==> src/rtl/pulse_sync_mc.sv <==
// Multi-channel toggle-to-pulse synchronizer, receive side.
// Each channel buffers events in a pending counter and spaces its output pulses.
module pulse_sync_mc #(
    parameter int CH          = 4,
    parameter int SYNC_STAGES = 2,
    parameter int CNT_W       = 2,
    parameter int MIN_GAP     = 0
) (
    input  logic          clk,
    input  logic          rst,
    input  logic [CH-1:0] req_tgl,
    input  logic [CH-1:0] out_ready,
    input  logic [CH-1:0] ovf_clr,
    output logic [CH-1:0] out_pulse,
    output logic [CH-1:0] ack_tgl,
    output logic [CH-1:0] ovf,
    output logic          busy
);

    localparam logic [CNT_W-1:0] PMAX = '1;
    localparam int PW = $clog2(SYNC_STAGES + 2);
    localparam logic [PW-1:0] PRIME_N = PW'(SYNC_STAGES + 1);

    logic [CH-1:0]    sync [SYNC_STAGES];
    logic [CH-1:0]    prev;
    logic [PW-1:0]    prime_cnt;
    logic [CNT_W-1:0] pend [CH];
    logic [3:0]       gap  [CH];

    logic             primed;
    logic [CH-1:0]    s;
    logic [CH-1:0]    evt;
    logic [CH-1:0]    issue;
    logic [CH-1:0]    drop;
    logic [CNT_W-1:0] pend_nxt [CH];
    logic             any_pend;

    assign s      = sync[SYNC_STAGES-1];
    assign primed = (prime_cnt == PRIME_N);

    always_comb begin
        evt      = (s ^ prev) & {CH{primed}};
        issue    = '0;
        drop     = '0;
        any_pend = 1'b0;
        for (int i = 0; i < CH; i++) begin
            pend_nxt[i] = pend[i];
            any_pend    = any_pend | (pend[i] != '0);
            issue[i]    = ((pend[i] != '0) | evt[i]) & out_ready[i]
                          & (gap[i] == '0);
            drop[i]     = evt[i] & (pend[i] == PMAX) & ~issue[i];
            // Bypass: an event issued straight away nets to zero.
            pend_nxt[i] = pend[i] + CNT_W'(evt[i] & ~drop[i])
                          - CNT_W'(issue[i]);
        end
    end

    always_ff @(posedge clk or posedge rst) begin
        if (rst) begin
            for (int k = 0; k < SYNC_STAGES; k++) sync[k] <= '0;
            prev      <= '0;
            prime_cnt <= '0;
        end else begin
            sync[0] <= req_tgl;
            for (int k = 1; k < SYNC_STAGES; k++) sync[k] <= sync[k-1];
            prev <= s;
            if (!primed) prime_cnt <= prime_cnt + 1'b1;
        end
    end

    always_ff @(posedge clk or posedge rst) begin
        if (rst) begin
            for (int i = 0; i < CH; i++) begin
                pend[i] <= '0;
                gap[i]  <= '0;
            end
            out_pulse <= '0;
            ack_tgl   <= '0;
            ovf       <= '0;
            busy      <= 1'b0;
        end else begin
            for (int i = 0; i < CH; i++) begin
                pend[i] <= pend_nxt[i];
                if (issue[i])
                    gap[i] <= 4'(MIN_GAP);
                else if (gap[i] != '0)
                    gap[i] <= gap[i] - 4'd1;
            end
            out_pulse <= issue;
            ack_tgl   <= ack_tgl ^ evt;
            // A drop coinciding with a clear keeps the flag set.
            ovf       <= (ovf | drop) & ~(ovf_clr & ~drop);
            busy      <= any_pend;
        end
    end

endmodule
==> config.mk <==
export PLATFORM = sky130hd
export DESIGN_NAME = pulse_sync_mc
export DESIGN_NICKNAME = d
export VERILOG_FILES = /design/src/rtl/pulse_sync_mc.sv
export SDC_FILE = /design/constraint.sdc
export NUM_CORES = 1
export LEC_CHECK = 0
export ABC_AREA = 1
export BUFFER_PORTS_ARGS = -buffer_cell sky130_fd_sc_hd__buf_2
export CORE_MARGIN = 3
export CORE_UTILIZATION = 30
export CTS_BUF_LIST = sky130_fd_sc_hd__clkbuf_4
export DETAILED_ROUTE_END_ITERATION = 10
export GPL_TIMING_DRIVEN = 0
export MAX_ROUTING_LAYER = met4
export PLACE_DENSITY_LB_ADDON = 0.1
export SYNTH_ARGS = -nofsm -noshare
export SYNTH_HDL_FRONTEND = slang
export SYNTH_SLANG_ARGS = --single-unit
==> constraint.sdc <==
create_clock -name clk -period 2.1 [get_ports clk]
set_input_delay 0.525 -clock clk [delete_from_list [all_inputs] [get_ports clk]]
set_output_delay 0.525 -clock clk [all_outputs]
set_load 0.005 [all_outputs]
# Word-level counts from Yosys, hierarchy flattened
# Cells that the tools add are included.
# word_totals
reg_bits	51
inputBits	14
output_inout_bits	13
word_cells	101
# op_classes
n_addsub	13
n_eq_ne	5
mux	8
bitwise	43
n_reduce_logical	16
# op_table
operator	n
$mux 4	8
$and 1x1->1	16
$logic_not 4->1	4
$reduce_bool 2->1	8
$reduce_bool 4->1	4
$sub 4x1->4 const B	4
$and 4x4->4	3
$eq 2x2->1 const B	5
$add 2x2->2	4
$and 1x2->2	4
$not 1->2	4
$not 4->4	2
$sub 2x1->2	4
$xor 4x4->4	2
$or 1x1->1	7
$not 1->1	4
$or 4x4->4	1
$add 2x1->2 const B	1

# Logic depth before layout (Yosys ltp)
# logic_depth
word_depth	11
ltp_mapped	12
mapped_depth_nobuf	12

# Least setup slack after synthesis
# OpenSTA, ideal clock, no wires.
# synth_timing
path_kind	reg2reg
startpoint	reg prime_cnt[0]
endpoint	reg pend[7] (netlist name)
setup_ns	0.116
arrival_time_ns	1.561
t_required_ns	1.984
setup_slack_ns	0.423
stages_incl_launch_ff	12
cell_sequence	dfrtp_1 -> ha_1 -> nand3_1 -> nand2_1 -> nand3_1 -> nand2_1 -> nand2_1 -> ha_1 -> xor2_1 -> inv_1 -> nand2_1 -> nand2_1
# synth_rtl
element	line	text
start: declaration	26	logic [PW-1:0] prime_cnt;
start signal: assignment	67	if (!primed) prime_cnt <= prime_cnt + 1'b1;
end signal: indexed assignment	83	pend[i] <= pend_nxt[i];
end: declaration	27	logic [CNT_W-1:0] pend [CH];

==> run summary <==
Clock Path Buffers = 2
layout cells sized above 1 = 16.8%
post-DP HPWL = 2.67 mm
main flop type after synthesis = dfrtp_1
gr ovfl total = 0
Initial DRC Count = 42
drt via density = 4.12
Residual DRC = 0
CP arrival = 2.14 ns
Worst Tran Pin Value = 0.326 ns
Routed WL = 3.60 mm
synth top area cells = dfrtp_1, nand2_1, inv_1, nand3_1, ha_1
All-Layer GR Usage = 9.43%
post-route ant nets = 0
Synth-to-Final Area Change = 15.0%
combinational power share = 25.1%
register area = 1280 um2
synth unique cells = 15
first-pass GRT wire length = 6.27 mm
P_int = 1570 uW
Hold WC Path Type = in -> async
worst vdd ir = 0.236 mV
routability congestion estimate from global placement = 0.749
nets@finish = 301
Synth Net Count = 267
final clock skew = 0.00535 ns
final core occ = 36.7%
RSZ-0062 raised after global routing = false
clock-pin transition on the worst setup and hold timing paths = 0.14 ns
top cell type's share of synthesized area = 56.9%
Yosys top cell by area = dfrtp_1
vias = 1544
clk_lat worst skew = 0.36 ns
Peak Freq = 536 MHz
Port Buffer Count = 26
post-CTS setup buffers = 0
critical path's slowest cell = dfrtp_1
CP Capture Type = flip-flop
io pins = 27
startpoint types = flip-flop
largest net degree at the start of global routing = 39
CP max stage delay = 0.40 ns
crit path launch = prime_cnt[0]$_DFFE_PP0P_
leakage = 0.00140 uW
Final Slew Violations = 0
async set-reset flop share out of synthesis = 100%
Detailed Routing Iterations Pass 1 = 4
vias in the first global route = 1410
Final min period = 1.86 ns
Most common cell on crit path = nand2_1
most common cell in the netlist = nand2_1
Fin. Hold Viols = 0
period utilisation layout = 88.8%
Synthesis Warnings = 0
Worst Path Max Fanout = 6
Avg Inst Size Synth = 9.19 um2
final total power = 2330 uW
fillers = 740
number of synthesized register bits = 51
initial core utilization = 31.9%
R2R Path End = pend[7]$_DFF_PP0_
max-slew headroom at the worst pin = 78.2%
sequential area share after synthesis = 56.9%
number of synthesized flops with an enable pin = 0
TritonCTS clock tree = built
P per Cell Area = 903 nW/um2
routed len/inst = 9.59 um
CTS Root Cell = clkbuf_4
Post-synth top cells = nand2_1, dfrtp_1, inv_1
Num CTS Buffers = 5
H-Tree Depth = 2
max cap viols = 0
# diodes = 0
Cells after Synth = 244
die area = 8550 um2
endpoints failing setup = 0
crit path kind = reg -> reg
Multi-input gate area = 805 um2
die span in x = 92.5 um
FF-to-FF setup slack = 0.24 ns
power share of the clock group = 19.8%
Req. time, crit path = 2.38 ns
Syn Std Cell Area = 2240 um2
Sequential Power Share = 55.1%
initial antenna violation count = 0
core area = 7020 um2
CP cell instances = ha_2 > nand3_1 > nand2_1 > nand3_1 > nand2_1 > nand2_1 > ha_1 > xor2_1 > inv_1 > nand2_1 > nand2_1
Switching Share = 32.4%
Clock Sinks = 51
Die Ht = 92.5 um
Core Rows = 30
status = finished, final reports clean
Net Sw Power = 754 uW
cells on worst reg2reg path = 11
r2r startpoint = prime_cnt[0]$_DFFE_PP0P_
Critical Path End = pend[7]$_DFF_PP0_
[cells by family after synthesis]
logic type | Yosys count | synth area share, %
adders and majority gates | 9 | 5.02
muxes | 1 | 0.502
xor gates and xnor gates | 10 | 3.91
DFF | 51 | 56.9
AOI/OAI and AO/OA | 15 | 3.35
buffers and inverters | 45 | 7.53
and+or+nand+nor | 113 | 22.8
[worst min-delay path by stage]
stage	from	end	slack [ns]	cells after the start
3_3_place_gp	sync[7]$_DFF_PP0_	s[3]$_DFF_PP0_	0.33	0
5_1_grt	rst	out_pulse[0]$_DFF_PP0_	0.1	2
6_report	rst	ack_tgl[0]$_DFF_PP0_	0.09	2
3_5_place_dp	sync[7]$_DFF_PP0_	s[3]$_DFF_PP0_	0.33	0
4_1_cts	rst	ack_tgl[0]$_DFF_PP0_	0.09	2
2_1_floorplan	sync[4]$_DFF_PP0_	s[0]$_DFF_PP0_	0.33	0
[metrics by stage]
| stage | setup WS (ns) | area (um2) | instances | hold slack (ns) | TNS [ns] |
|---|---|---|---|---|---|
| finish | 0.235 | 2580 | 375 | 0.0917 | 0 |
| detailed placement | 0.123 | 2510 | 367 | 0.335 | 0 |
| floorplan | 0.345 | 2240 | 244 | 0.331 | 0 |
| CTS | 0.122 | 2570 | 375 | 0.0853 | 0 |
| global placement | -0.458 | 2490 | 366 | 0.334 | -23.17 |
| global route | 0.00827 | 2580 | 375 | 0.0970 | 0 |
[registers in the layout (all words and copies together) (netlist names)]
signal,flops
gap,16
pend,8
ack_tgl,4
out_pulse,4
ovf,4
prev,4
s,4
sync,4
prime_cnt,2
busy,1
[metal layers]
layer	GRT usage [%]	vias up	wire length [um]	part of all wire, %
li1	-	828	-	-
met1	11.6	686	1800	50
met2	14.4	25	1610	45
met3	2.76	5	134	3.7
met4	4.08	0	47	1.3
met5	-	-	0	0
[power by group through the flow]
stage / sequential (uW) / combinational (uW) / clock, uW
2_1_floorplan: 1300 / 404 / 0
3_3_place_gp: 1310 / 583 / 0
3_5_place_dp: 1310 / 601 / 0
4_1_cts: 1290 / 603 / 497
5_1_grt: 1310 / 690 / 526
6_report: 1280 / 584 / 461
[critical path: cells and delay by family, from the launching register on]
family	cells	cell delay (ns)
adder cells (fa/ha/maj)	2	0.45
XOR/XNOR	1	0.16
AND/OR/NAND/NOR	7	0.71
buffers and inverters	1	0.05
flip-flops	1	0.40
[repair_timing]
item / CTS / global route
gates resized for setup: 0 / 2
endpoints found under the setup margin: 0 / 4
hold buffers: 0 / 0
[layout make-up]
type,count,share of cell area (%)
clock buffers,7,2.04
clock inverters,1,0.194
inverters,45,6.55
multi-input cells,148,31.2
flip-flops and latches,51,49.5
well taps,96,4.66
repair buffers,27,5.83
[cell usage in the layout, fill, tap and decap left out, drive strengths merged]
cell type / synthesis / final
clkinv: 0 / 1
clkbuf: 0 / 7
nor3: 3 / 3
xor2: 5 / 5
ha: 9 / 9
nand4: 5 / 5
nor2: 13 / 13
mux2: 1 / 1
or2: 4 / 4
xnor2: 5 / 5
nand2: 64 / 64
dfrtp: 51 / 51
nand3: 24 / 24
buf: 0 / 27
inv: 45 / 45
a21oi: 4 / 4
o21ai: 11 / 11
Note: power is estimated with default switching activity, not from simulation.
